`config.mk`:
```
export PLATFORM = sky130hd
export DESIGN_NAME = serial_add_ctrl
export DESIGN_NICKNAME = d
export VERILOG_FILES = /design/src/rtl/serial_add_ctrl_pkg.sv /design/src/rtl/serial_add_ctrl_add1bit.sv /design/src/rtl/serial_add_ctrl.sv
export SDC_FILE = /design/constraint.sdc
export NUM_CORES = 1
export LEC_CHECK = 0
export BUFFER_PORTS_ARGS = -buffer_cell sky130_fd_sc_hd__buf_2
export CORE_ASPECT_RATIO = 0.5
export CORE_MARGIN = 4
export CORE_UTILIZATION = 30
export CTS_CLUSTER_SIZE = 24
export DETAILED_ROUTE_END_ITERATION = 10
export SKIP_LAST_GASP = 1
export SLEW_MARGIN = 20
export SYNTH_ARGS = -nofsm -noshare
export SYNTH_HDL_FRONTEND = slang
export SYNTH_SLANG_ARGS = --single-unit
```
`constraint.sdc`:
```
create_clock -name clk -period 1.5 [get_ports clk]
set_input_delay 0 -clock clk [delete_from_list [all_inputs] [get_ports clk]]
set_output_delay 0 -clock clk [all_outputs]
set_load 0.05 [all_outputs]
```
`src/rtl/serial_add_ctrl_pkg.sv`:
```
// Shared definitions for the bit-serial adder controller: FSM encoding and default width.
package serial_add_ctrl_pkg;

   localparam int DEF_WIDTH = 4;

   typedef enum logic [1:0] {
      ST_IDLE  = 2'd0,
      ST_SHIFT = 2'd1,
      ST_DONE  = 2'd2
   } sa_state_t;

endpackage

```
`src/rtl/serial_add_ctrl_add1bit.sv`:
```
// Single-bit half adder; two of these plus a carry flop form the serial full-adder slice.
module add1bit (
   input  logic a_i,
   input  logic b_i,
   output logic s_o,
   output logic c_o
);

   assign s_o = a_i ^ b_i;
   assign c_o = a_i & b_i;

endmodule

```
`src/rtl/serial_add_ctrl.sv`:
```
// Bit-serial WIDTH-bit adder: shares one half-adder pair and a carry flop across all bits, LSB first.
module serial_add_ctrl
   import serial_add_ctrl_pkg::*;
#(
   parameter int WIDTH = DEF_WIDTH
) (
   input  logic             clk,
   input  logic             reset,
   input  logic             start,
   input  logic [WIDTH-1:0] a,
   input  logic [WIDTH-1:0] b,
   output logic             busy,
   output logic             done,
   output logic [WIDTH-1:0] sum,
   output logic             cout
);

   localparam int CNT_W = (WIDTH > 1) ? $clog2(WIDTH) : 1;
   localparam logic [CNT_W-1:0] CNT_LAST = CNT_W'(WIDTH - 1);

   sa_state_t        state_q, state_d;
   logic [WIDTH-1:0] a_sr_q, a_sr_d;
   logic [WIDTH-1:0] b_sr_q, b_sr_d;
   logic [WIDTH-1:0] sum_sr_q, sum_sr_d;
   logic [WIDTH-1:0] sum_q, sum_d;
   logic [CNT_W-1:0] cnt_q, cnt_d;
   logic             carry_q, carry_d;
   logic             cout_q, cout_d;

   logic s0, c0, bit_s, c1;
   logic [WIDTH-1:0] sum_sr_next;

   add1bit ha0 (.a_i(a_sr_q[0]), .b_i(b_sr_q[0]), .s_o(s0),    .c_o(c0));
   add1bit ha1 (.a_i(s0),        .b_i(carry_q),   .s_o(bit_s), .c_o(c1));

   // New bit enters at the MSB so after WIDTH shifts bit 0 has reached position 0.
   assign sum_sr_next = (sum_sr_q >> 1) | (WIDTH'(bit_s) << (WIDTH - 1));

   always_comb begin
      state_d  = state_q;
      a_sr_d   = a_sr_q;
      b_sr_d   = b_sr_q;
      sum_sr_d = sum_sr_q;
      sum_d    = sum_q;
      cnt_d    = cnt_q;
      carry_d  = carry_q;
      cout_d   = cout_q;
      case (state_q)
         ST_IDLE, ST_DONE: begin
            if (start) begin
               state_d  = ST_SHIFT;
               a_sr_d   = a;
               b_sr_d   = b;
               sum_sr_d = '0;
               cnt_d    = '0;
               carry_d  = 1'b0;
            end else begin
               state_d  = ST_IDLE;
            end
         end
         ST_SHIFT: begin
            carry_d  = c0 | c1;
            a_sr_d   = a_sr_q >> 1;
            b_sr_d   = b_sr_q >> 1;
            sum_sr_d = sum_sr_next;
            cnt_d    = cnt_q + CNT_W'(1);
            if (cnt_q == CNT_LAST) begin
               state_d = ST_DONE;
               sum_d   = sum_sr_next;
               cout_d  = c0 | c1;
            end
         end
         default: state_d = ST_IDLE;
      endcase
   end

   always_ff @(posedge clk or negedge reset) begin
      if (!reset) begin
         state_q  <= ST_IDLE;
         a_sr_q   <= '0;
         b_sr_q   <= '0;
         sum_sr_q <= '0;
         sum_q    <= '0;
         cnt_q    <= '0;
         carry_q  <= 1'b0;
         cout_q   <= 1'b0;
      end else begin
         state_q  <= state_d;
         a_sr_q   <= a_sr_d;
         b_sr_q   <= b_sr_d;
         sum_sr_q <= sum_sr_d;
         sum_q    <= sum_d;
         cnt_q    <= cnt_d;
         carry_q  <= carry_d;
         cout_q   <= cout_d;
      end
   end

   // Status flags decode straight from the state register, so no input reaches an output combinationally.
   assign busy = (state_q == ST_SHIFT);
   assign done = (state_q == ST_DONE);
   assign sum  = sum_q;
   assign cout = cout_q;

endmodule

```
==> results of run 1 <==
-- synth_stat cells --
cell      count  area share (%)
a22o_1        6             4.9
mux2i_1      20              19
mux2_1        1             1.0
o21ai_0       2            0.93
mux2_4        6             8.4
dfrtp_1      21              49
buf_4         3             2.1
buf_6         2             2.1
nor2_1        2            0.70
nand3_1       2            0.93
inv_1         1            0.35
mux2_2        4             4.2
fa_1          1             1.9
ha_1          1             1.2
nor2b_1       2             1.2
xnor2_1       1            0.82
nand3b_4      1             1.9
-- per-stage QoR --
stage               setup WS, ns  instance area (um2)  std cells  total power [W]
detailed placement        0.0517                 1210        143          0.00231
global route             0.00481                 1270        149          0.00285
global placement          0.0648                 1210        143          0.00228
floorplan                 0.0857                 1070         76          0.00207
CTS                       0.0373                 1260        148          0.00268
finish                    0.0542                 1270        149          0.00265
-- cell families after synthesis --
logic type               after synthesis
AO/OA/AOI/OAI                          8
XOR/XNOR                               1
adder cells (fa/ha/maj)                2
buffers and inverters                  6
flip-flops                            21
multiplexers                          31
AND/OR/NAND/NOR                        7
-- routing by layer --
layer,wire length [um],vias up
li1,-,320
met1,947,316
met2,739,11
met3,77,4
met4,31,0
met5,0,-
-- where the power goes --
group,leakage (nW),switching [W],internal [W],total (W)
Sequential,0.268,0.000218,0.000804,0.00102
Clock,0.0228,0.000168,0.000189,0.000357
Combinational,0.357,0.000647,0.000622,0.00127
Total,0.648,0.00103,0.00161,0.00265
-- what timing repair did --
action / in CTS / in global routing
endpoints found under the setup margin: 0 / 2
endpoints found under the hold margin: 21 / 0
buffers inserted: 0 / 1
hold buffers: 1 / 0
resized for setup: 0 / 1
-- sequential cells by signal, indices dropped and copies added, names as in the netlist --
register	count
cnt_q	2
sum_sr_q	3
carry_q	1
cout	1
a_sr_q	4
b_sr_q	4
state_q	2
sum	4
-- final timing paths --
| path | start | endpoint | slack (ns) | cells past startpoint |
|---|---|---|---|---|
| max | carry_q | sum_sr_q[3] | 0.05 | 3 |
| min | b[1] | b_sr_q[1] | 0.03 | 3 |
| max reg2reg | carry_q | sum_sr_q[3] | 0.05 | 3 |
| min reg2reg | sum[0] | sum[0] | 0.51 | 1 |
| max in group asynchronous | reset | state_q[1] | 0.92 | 2 |
| min in group asynchronous | reset | sum[3] | 0.23 | 2 |
-- cell type report --
class	instances	area share [%]
flip-flops and latches	21	41.4
multi-input cells	49	39.3
repair buffers	23	10.4
well taps	51	5.01
clock buffers	4	3.54
inverters	1	0.295
-- worst min-delay path, delay by kind of cell --
| kind | cells | cell delay (ns) |
|---|---|---|
| buf+inv | 1 | 0.07 |
| mux | 2 | 0.16 |
==> impl_metrics.py, run 1 <==
metrics = {
    "run_status": {
        "status": "finished clean",
    },
    "sta": {
        "setup-violations-final": 0,
        "relSlewSlack_pct": 68.7,
        "worstMarginPinSlew_ns": 0.469,
        "skew_ns": 0.00100,
        "layout_min_cycle_time_ns": 1.45,
        "drv_slew": 0,
        "fmax_mhz": 692,
        "setup_tns_ns": 0,
        "period_share_pct": 96.4,
        "whs_ns": 0.0301,
        "hold_violations": 0,
        "rsz0062_at_grt": "false",
    },
    "placed_design": {
        "dp_hpwl_um": 1320,
        "port_buffers": 17,
        "gp_congestion": 0.701,
    },
    "grt": {
        "grt_overflow_total": 0,
        "track_usage_pct": 8.74,
        "grt_max_degree": 22,
        "grt_pass1_wl_um": 3120,
        "antenna_found_initial": 0,
        "grt_pass1_vias": 648,
        "met3_usage_pct": 3.29,
        "grt_util_met1_pct": 12.4,
        "top_usage_layer": "met1",
        "met2_usage_pct": 11.8,
    },
    "pwr": {
        "p_leak_nw": 0.648,
        "irDropWorstVdd_uv": 430,
        "power.density_nw_per_um2": 2080,
    },
    "cells_and_area": {
        "seqCellArea_um2": 527,
        "n_fill_cell": 349,
        "antenna_cells": 0,
        "layout.nets": 112,
        "drive_gt1_share_pct": 37.8,
        "areaGrowthSynthToFinish_pct": 18.4,
        "most-common-layout-cells": "mux2i_1 (20), dfrtp_1 (20), buf_2 (17), mux2_4 (6), a22o_1 (6)",
        "multi_input_area_um2": 500,
        "fin_util_pct": 37.0,
    },
    "cts": {
        "clock-sinks": 21,
        "clock-root-buffer": "clkbuf_8",
        "cts_made_buffers": 3,
        "clkSlewWorstSetupHoldPaths_ns": 0.07,
        "cts_buffer_depth": 2,
        "clk_latency_ns": 0.25,
        "tritoncts": "built",
        "cts-htree-levels": 1,
    },
    "worst_setup_path": {
        "cp_max_fo": 3,
        "critPathArrivalTime_ns": 1.59,
        "crit_buf_inv": 0,
        "crit_type": "reg2reg",
        "cp_slowest_stage_delay_ns": 0.49,
        "crit_family": "adder cells",
        "crit_path_start_kind": "register",
        "critPathSlowestCell": "fa_1",
        "crit_required_ns": 1.65,
        "worstPathCellList": "fa_1 > mux2_2 > a22o_1",
        "end_kind": "register",
    },
    "routing": {
        "first_pass_iters": 4,
        "vias": 651,
        "wirelength_um": 1800,
        "drt_iter0_drc": 30,
        "postRouteAntennaNets": 0,
        "routedWlPerCell_um": 12.0,
        "vias_per_cell": 4.37,
        "drc": 0,
    },
    "synth": {
        "ys_warn_count": 0,
        "synth_cell_types": 17,
        "yosysSeqAreaShare_pct": 48.9,
        "syn_nets": 89,
        "ys_ff_latch": 21,
        "synth_fa_ha_area_share_pct": 3.03,
        "synth_cells": 76,
        "synth_xor_area_share_pct": 0.815,
        "synth_compound_area_share_pct": 5.82,
        "syn_area_um2": 1070,
        "synth_mux_area_share_pct": 32.2,
        "synthSimpleGateAreaFrac_pct": 4.66,
        "avgSynthCellArea_um2": 14.1,
        "synth_top_family_by_area": "multiplexers",
    },
    "floorplanning": {
        "die-area_um2": 4660,
        "start_util_pct": 31.3,
        "fp.coreArea_um2": 3430,
        "io_pins": 18,
        "rows": 15,
        "die_h_um": 50.3,
        "die_x_um": 92.6,
    },
    "job": {
        "cap_violations": 0,
    },
    "worst_hold_path": {
        "worstHoldPathType": "in2reg",
    },
}
No activity file was read; power rests on OpenSTA's default activity.
==> run 2, diff against run 1 <==
==> constraint.sdc (replaced) <==
create_clock -name clk -period 1.5 [get_ports clk]
set_input_delay 0.15 -clock clk [delete_from_list [all_inputs] [get_ports clk]]
set_output_delay 0.15 -clock clk [all_outputs]
set_load 0.05 [all_outputs]
==> run 2 against run 1 <==
Critical path type unchanged. Highest routed layer unchanged. Routed wire length is 4.1% higher. Die area stayed put. Via count is 0.77% lower. Cell count is 0.67% higher.
==> impl_metrics.py, run 2 (synthesized netlist as in run 1, its figures left out) <==
metrics = {
    "sta": {
        "layout_min_cycle_time_ns": 1.48,
        "skew_ns": 0.000866,
        "drv_slew": 0,
        "period_share_pct": 98.9,
        "relSlewSlack_pct": 67.5,
        "worstMarginPinSlew_ns": 0.487,
        "setup-violations-final": 0,
        "hold_violations": 0,
        "fmax_mhz": 674,
    },
    "routing": {
        "postRouteAntennaNets": 0,
        "first_pass_iters": 2,
        "routedWlPerCell_um": 12.5,
        "drc": 0,
        "vias_per_cell": 4.31,
        "wirelength_um": 1870,
        "drt_iter0_drc": 15,
        "vias": 646,
    },
    "worst_setup_path": {
        "critPathArrivalTime_ns": 1.63,
        "crit_path_end": "sum_sr_q[3]",
        "crit_required_ns": 1.65,
        "reg2regPathDepth": 3,
        "timing.rr.start": "a_sr_q[0]",
        "cp-startpoint": "a_sr_q[0]",
        "end_kind": "register",
        "cp_max_fo": 3,
        "r2r_slack_ns": 0.02,
        "crit_path_start_kind": "register",
        "crit_type": "reg2reg",
        "worstReg2RegEnd": "sum_sr_q[3]",
    },
    "grt": {
        "grt_overflow_total": 0,
        "grt_max_degree": 22,
        "track_usage_pct": 8.89,
        "grt_pass1_vias": 702,
        "antenna_found_initial": 0,
        "grt_pass1_wl_um": 3260,
    },
    "cts": {
        "cts_made_buffers": 3,
        "cts-htree-levels": 1,
        "clk_latency_ns": 0.26,
        "clock-sinks": 21,
        "clkSlewWorstSetupHoldPaths_ns": 0.07,
        "tritoncts": "built",
        "cts_buffer_depth": 2,
        "clock-root-buffer": "clkbuf_8",
    },
    "floorplanning": {
        "start_util_pct": 31.3,
        "die_h_um": 50.3,
        "rows": 15,
        "die_x_um": 92.6,
        "die-area_um2": 4660,
        "fp.coreArea_um2": 3430,
        "io_pins": 18,
    },
    "cells_and_area": {
        "n_fill_cell": 331,
        "stdcell_area_um2": 1280,
        "antenna_cells": 0,
        "drive_gt1_share_pct": 37.4,
        "most-common-layout-cells": "dfrtp_1 (21), mux2i_1 (20), buf_2 (17), mux2_4 (7)",
        "areaGrowthSynthToFinish_pct": 19.3,
        "layout.nets": 113,
        "layout_commonest_cell": "dfrtp_1",
    },
    "placed_design": {
        "gp_congestion": 0.678,
        "port_buffers": 17,
        "place_area_um2": 1220,
        "dp_hpwl_um": 1330,
    },
    "pwr": {
        "p_leak_nw": 0.658,
        "irDropWorstVdd_uv": 407,
        "finalPower_w": 0.00272,
        "power.density_nw_per_um2": 2120,
    },
    "worst_hold_path": {
        "worstHoldPathType": "in2reg",
    },
    "run_status": {
        "status": "finished clean",
    },
    "job": {
        "cap_violations": 0,
    },
}
[run 2: cell count changes in the layout (fill, tap and decap cells not counted)]
cell	change
mux2_4	+1
dfrtp_2	-1
buf_4	+1
dfrtp_1	+1
mux2_2	-1
[run 2: how the worst min path moves through the flow]
stage          startpoint         to  slack (ns)  cells after the start
2_1_floorplan       reset  a_sr_q[0]       -0.15                      0
3_3_place_gp        reset     sum[2]        0.14                      1
3_5_place_dp        reset     sum[3]        0.15                      1
4_1_cts              a[3]  a_sr_q[3]        0.17                      3
5_1_grt              a[0]  a_sr_q[0]        0.19                      3
6_report             a[3]  a_sr_q[3]        0.18                      3
[run 2: through the flow]
stage	util [%]	std cells	setup slack [ns]	setup TNS (ns)	hold WS, ns
floorplan	-	76	0.0243	0	-0.146
global placement	35.4	144	0.0640	0	0.142
detailed placement	35.4	144	0.0487	0	0.145
CTS	37.0	149	0.0325	0	0.171
global route	37.3	150	-0.0133	-0.0133	0.190
finish	37.3	150	0.0163	0	0.177
[run 2: report_power, final]
group          switching, W  internal (W)
clock network      0.000174      0.000189
registers          0.000202      0.000802
logic              0.000681      0.000677
[run 2: final cells by class]
class                      count  area [um2]  share of cell area [%]
sequential                    21         526                    41.0
multi-input combinational     49         504                    39.3
timing repair buffer          24         140                    10.9
tap                           51        63.8                    4.98
clock buffer                   4        45.0                    3.51
inverter                       1        3.75                   0.293
[run 2: worst max-delay path: stages (launching register included)]
cell and delay [ns]:
dfrtp_1 0.42, fa_1 0.51, mux2_4 0.28, a22o_1 0.17
[run 2: per-layer routing]
metal  GRT usage, %  up-vias  share of wire [%]
met5              0        -                  0
met4           2.19        0                1.1
met3           3.74        2                4.3
met2           13.9       10                 44
li1               -      320                  -
met1           11.4      314                 51
[run 2: timing repair]
| item | 4_1_cts | 5_1_grt |
|---|---|---|
| endpoints found under the setup margin | 0 | 1 |
| hold buffers | 1 | 0 |
| gates resized for setup | 0 | 1 |
| endpoints found under the hold margin | 21 | 0 |
| setup buffers | 0 | 1 |
==> run 3, diff against run 2 <==
--- a/config.mk
+++ b/config.mk
@@ -6,11 +6,14 @@
 export NUM_CORES = 1
 export LEC_CHECK = 0
 export BUFFER_PORTS_ARGS = -buffer_cell sky130_fd_sc_hd__buf_2
+export CELL_PAD_IN_SITES_DETAIL_PLACEMENT = 0
+export CELL_PAD_IN_SITES_GLOBAL_PLACEMENT = 1
 export CORE_ASPECT_RATIO = 0.5
 export CORE_MARGIN = 4
 export CORE_UTILIZATION = 30
 export CTS_CLUSTER_SIZE = 24
 export DETAILED_ROUTE_END_ITERATION = 10
+export PLACE_DENSITY_LB_ADDON = 0.1
 export SKIP_LAST_GASP = 1
 export SLEW_MARGIN = 20
 export SYNTH_ARGS = -nofsm -noshare
==> run 3 against run 2 <==
Global-route usage grew 0.83 points. First-iteration DRC count grew 33%. Die area is the same. Maximum frequency grew 1.8%. Clock-buffer cell count shrank 1. Critical path type unchanged.
==> impl_metrics.py, run 3 (synthesized netlist as in run 1, its figures left out) <==
metrics = {
    "worst_setup_path": {
        "end_kind": "register",
        "crit_path_start_kind": "register",
        "crit_required_ns": 1.66,
        "critPathArrivalTime_ns": 1.62,
        "cp_max_fo": 3,
        "worstPathCellList": "fa_1 > mux2_4 > a22o_1",
        "cp_slowest_stage_delay_ns": 0.48,
        "critPathSlowestCell": "fa_1",
        "crit_type": "reg2reg",
    },
    "cells_and_area": {
        "n_fill_cell": 354,
        "drive_gt1_share_pct": 40.0,
        "areaGrowthSynthToFinish_pct": 20.3,
        "antenna_cells": 0,
        "most-common-layout-cells": "mux2i_1 (20), dfrtp_1 (20), buf_2 (17), mux2_4 (7), buf_4 (7)",
        "layout.nets": 114,
        "seqCellArea_um2": 527,
        "multi_input_area_um2": 504,
    },
    "placed_design": {
        "gp_congestion": 0.702,
        "dp_hpwl_um": 1510,
        "port_buffers": 17,
        "pre_cts_slack_ns": 0.0511,
    },
    "grt": {
        "grt_overflow_total": 0,
        "grt_max_degree": 22,
        "track_usage_pct": 9.72,
        "grt_pass1_vias": 727,
        "grt_pass1_wl_um": 3480,
        "antenna_found_initial": 0,
    },
    "sta": {
        "timing.final.ws_setup_ns": 0.0430,
        "hold_violations": 0,
        "whs_ns": 0.181,
        "period_share_pct": 97.1,
        "drv_slew": 0,
        "rsz0062_at_grt": "false",
        "fmax_mhz": 686,
        "worstMarginPinSlew_ns": 0.487,
        "skew_ns": 0.00361,
        "setup_tns_ns": 0,
        "layout_min_cycle_time_ns": 1.46,
        "setup-violations-final": 0,
        "relSlewSlack_pct": 67.6,
    },
    "routing": {
        "vias_per_cell": 4.56,
        "routedWlPerCell_um": 13.6,
        "first_pass_iters": 4,
        "vias": 689,
        "wirelength_um": 2060,
        "drc": 0,
        "postRouteAntennaNets": 0,
        "drt_iter0_drc": 20,
    },
    "job": {
        "cap_violations": 0,
    },
    "cts": {
        "clkSlewWorstSetupHoldPaths_ns": 0.08,
        "clock-sinks": 21,
        "clock-root-buffer": "clkbuf_8",
        "cts_buffer_depth": 2,
        "tritoncts": "built",
        "cts_made_buffers": 3,
        "clk_latency_ns": 0.26,
        "cts-htree-levels": 1,
    },
    "pwr": {
        "irDropWorstVdd_uv": 425,
        "p_leak_nw": 0.665,
        "power.density_nw_per_um2": 2150,
        "finalPower_w": 0.00277,
    },
    "floorplanning": {
        "die_h_um": 50.3,
        "fp.coreArea_um2": 3430,
        "rows": 15,
        "io_pins": 18,
        "die_x_um": 92.6,
        "start_util_pct": 31.3,
        "die-area_um2": 4660,
    },
    "run_status": {
        "status": "finished clean",
    },
    "worst_hold_path": {
        "worstHoldPathType": "in2reg",
    },
}
==> run 3: changes by cell type in the layout (fill, tap and decap cells not counted), sizes merged <==
cell and delta:
buf +1, clkbuf -1, clkinv +1
==> run 3: area by class of cell <==
cell class,instances,area share [%]
clock buffers,3,3.19
clock inverters,1,0.387
inverters,1,0.290
multi-input cells,49,39.0
flip-flops and latches,21,40.8
well taps,51,4.94
repair buffers,25,11.4
==> run 3: critical path, delay by kind of cell (launching register included) <==
kind | cells | cell delay (ns)
mux | 1 | 0.28
flops | 1 | 0.42
fa+ha+maj | 1 | 0.48
compound gates | 1 | 0.17
==> run 3: power by group <==
part           leakage, nW  internal (W)  total, W  switching, W
clock network       0.0255      0.000185  0.000380      0.000195
logic                0.371      0.000687   0.00137      0.000687
registers            0.269      0.000803   0.00102      0.000215
total                0.665       0.00168   0.00277       0.00110
==> run 3: routing by layer <==
layer	GRT usage, %	share of wire, %
met1	12.6	51
met2	15.1	45
met3	4.64	4.4
met4	1.46	0.19
met5	0	0
==> run 3: through the flow <==
stage,util [%],instances,instance area [um2]
finish,37.6,151,1290
global route,37.6,151,1290
CTS,36.8,148,1260
detailed placement,35.2,143,1210
global placement,35.2,143,1210
floorplan,-,76,1070
==> run 3: final timing paths <==
kind                       slack, ns           to  depth (start not counted)  startpoint
setup / recovery                0.04  sum_sr_q[3]                          3   b_sr_q[0]
hold / removal                  0.18    b_sr_q[1]                          3        b[1]
setup reg to reg                0.04  sum_sr_q[3]                          3   b_sr_q[0]
hold reg to reg                 0.51       sum[2]                          1      sum[2]
max in group asynchronous       0.76   state_q[0]                          2       reset
min in group asynchronous       0.38       sum[2]                          2       reset
==> run 3: what timing repair did <==
action	in CTS	in global routing
gates resized for setup	0	2
setup buffers	0	3
endpoints found under the hold margin	21	0
endpoints found under the setup margin	0	2
hold buffers	1	0
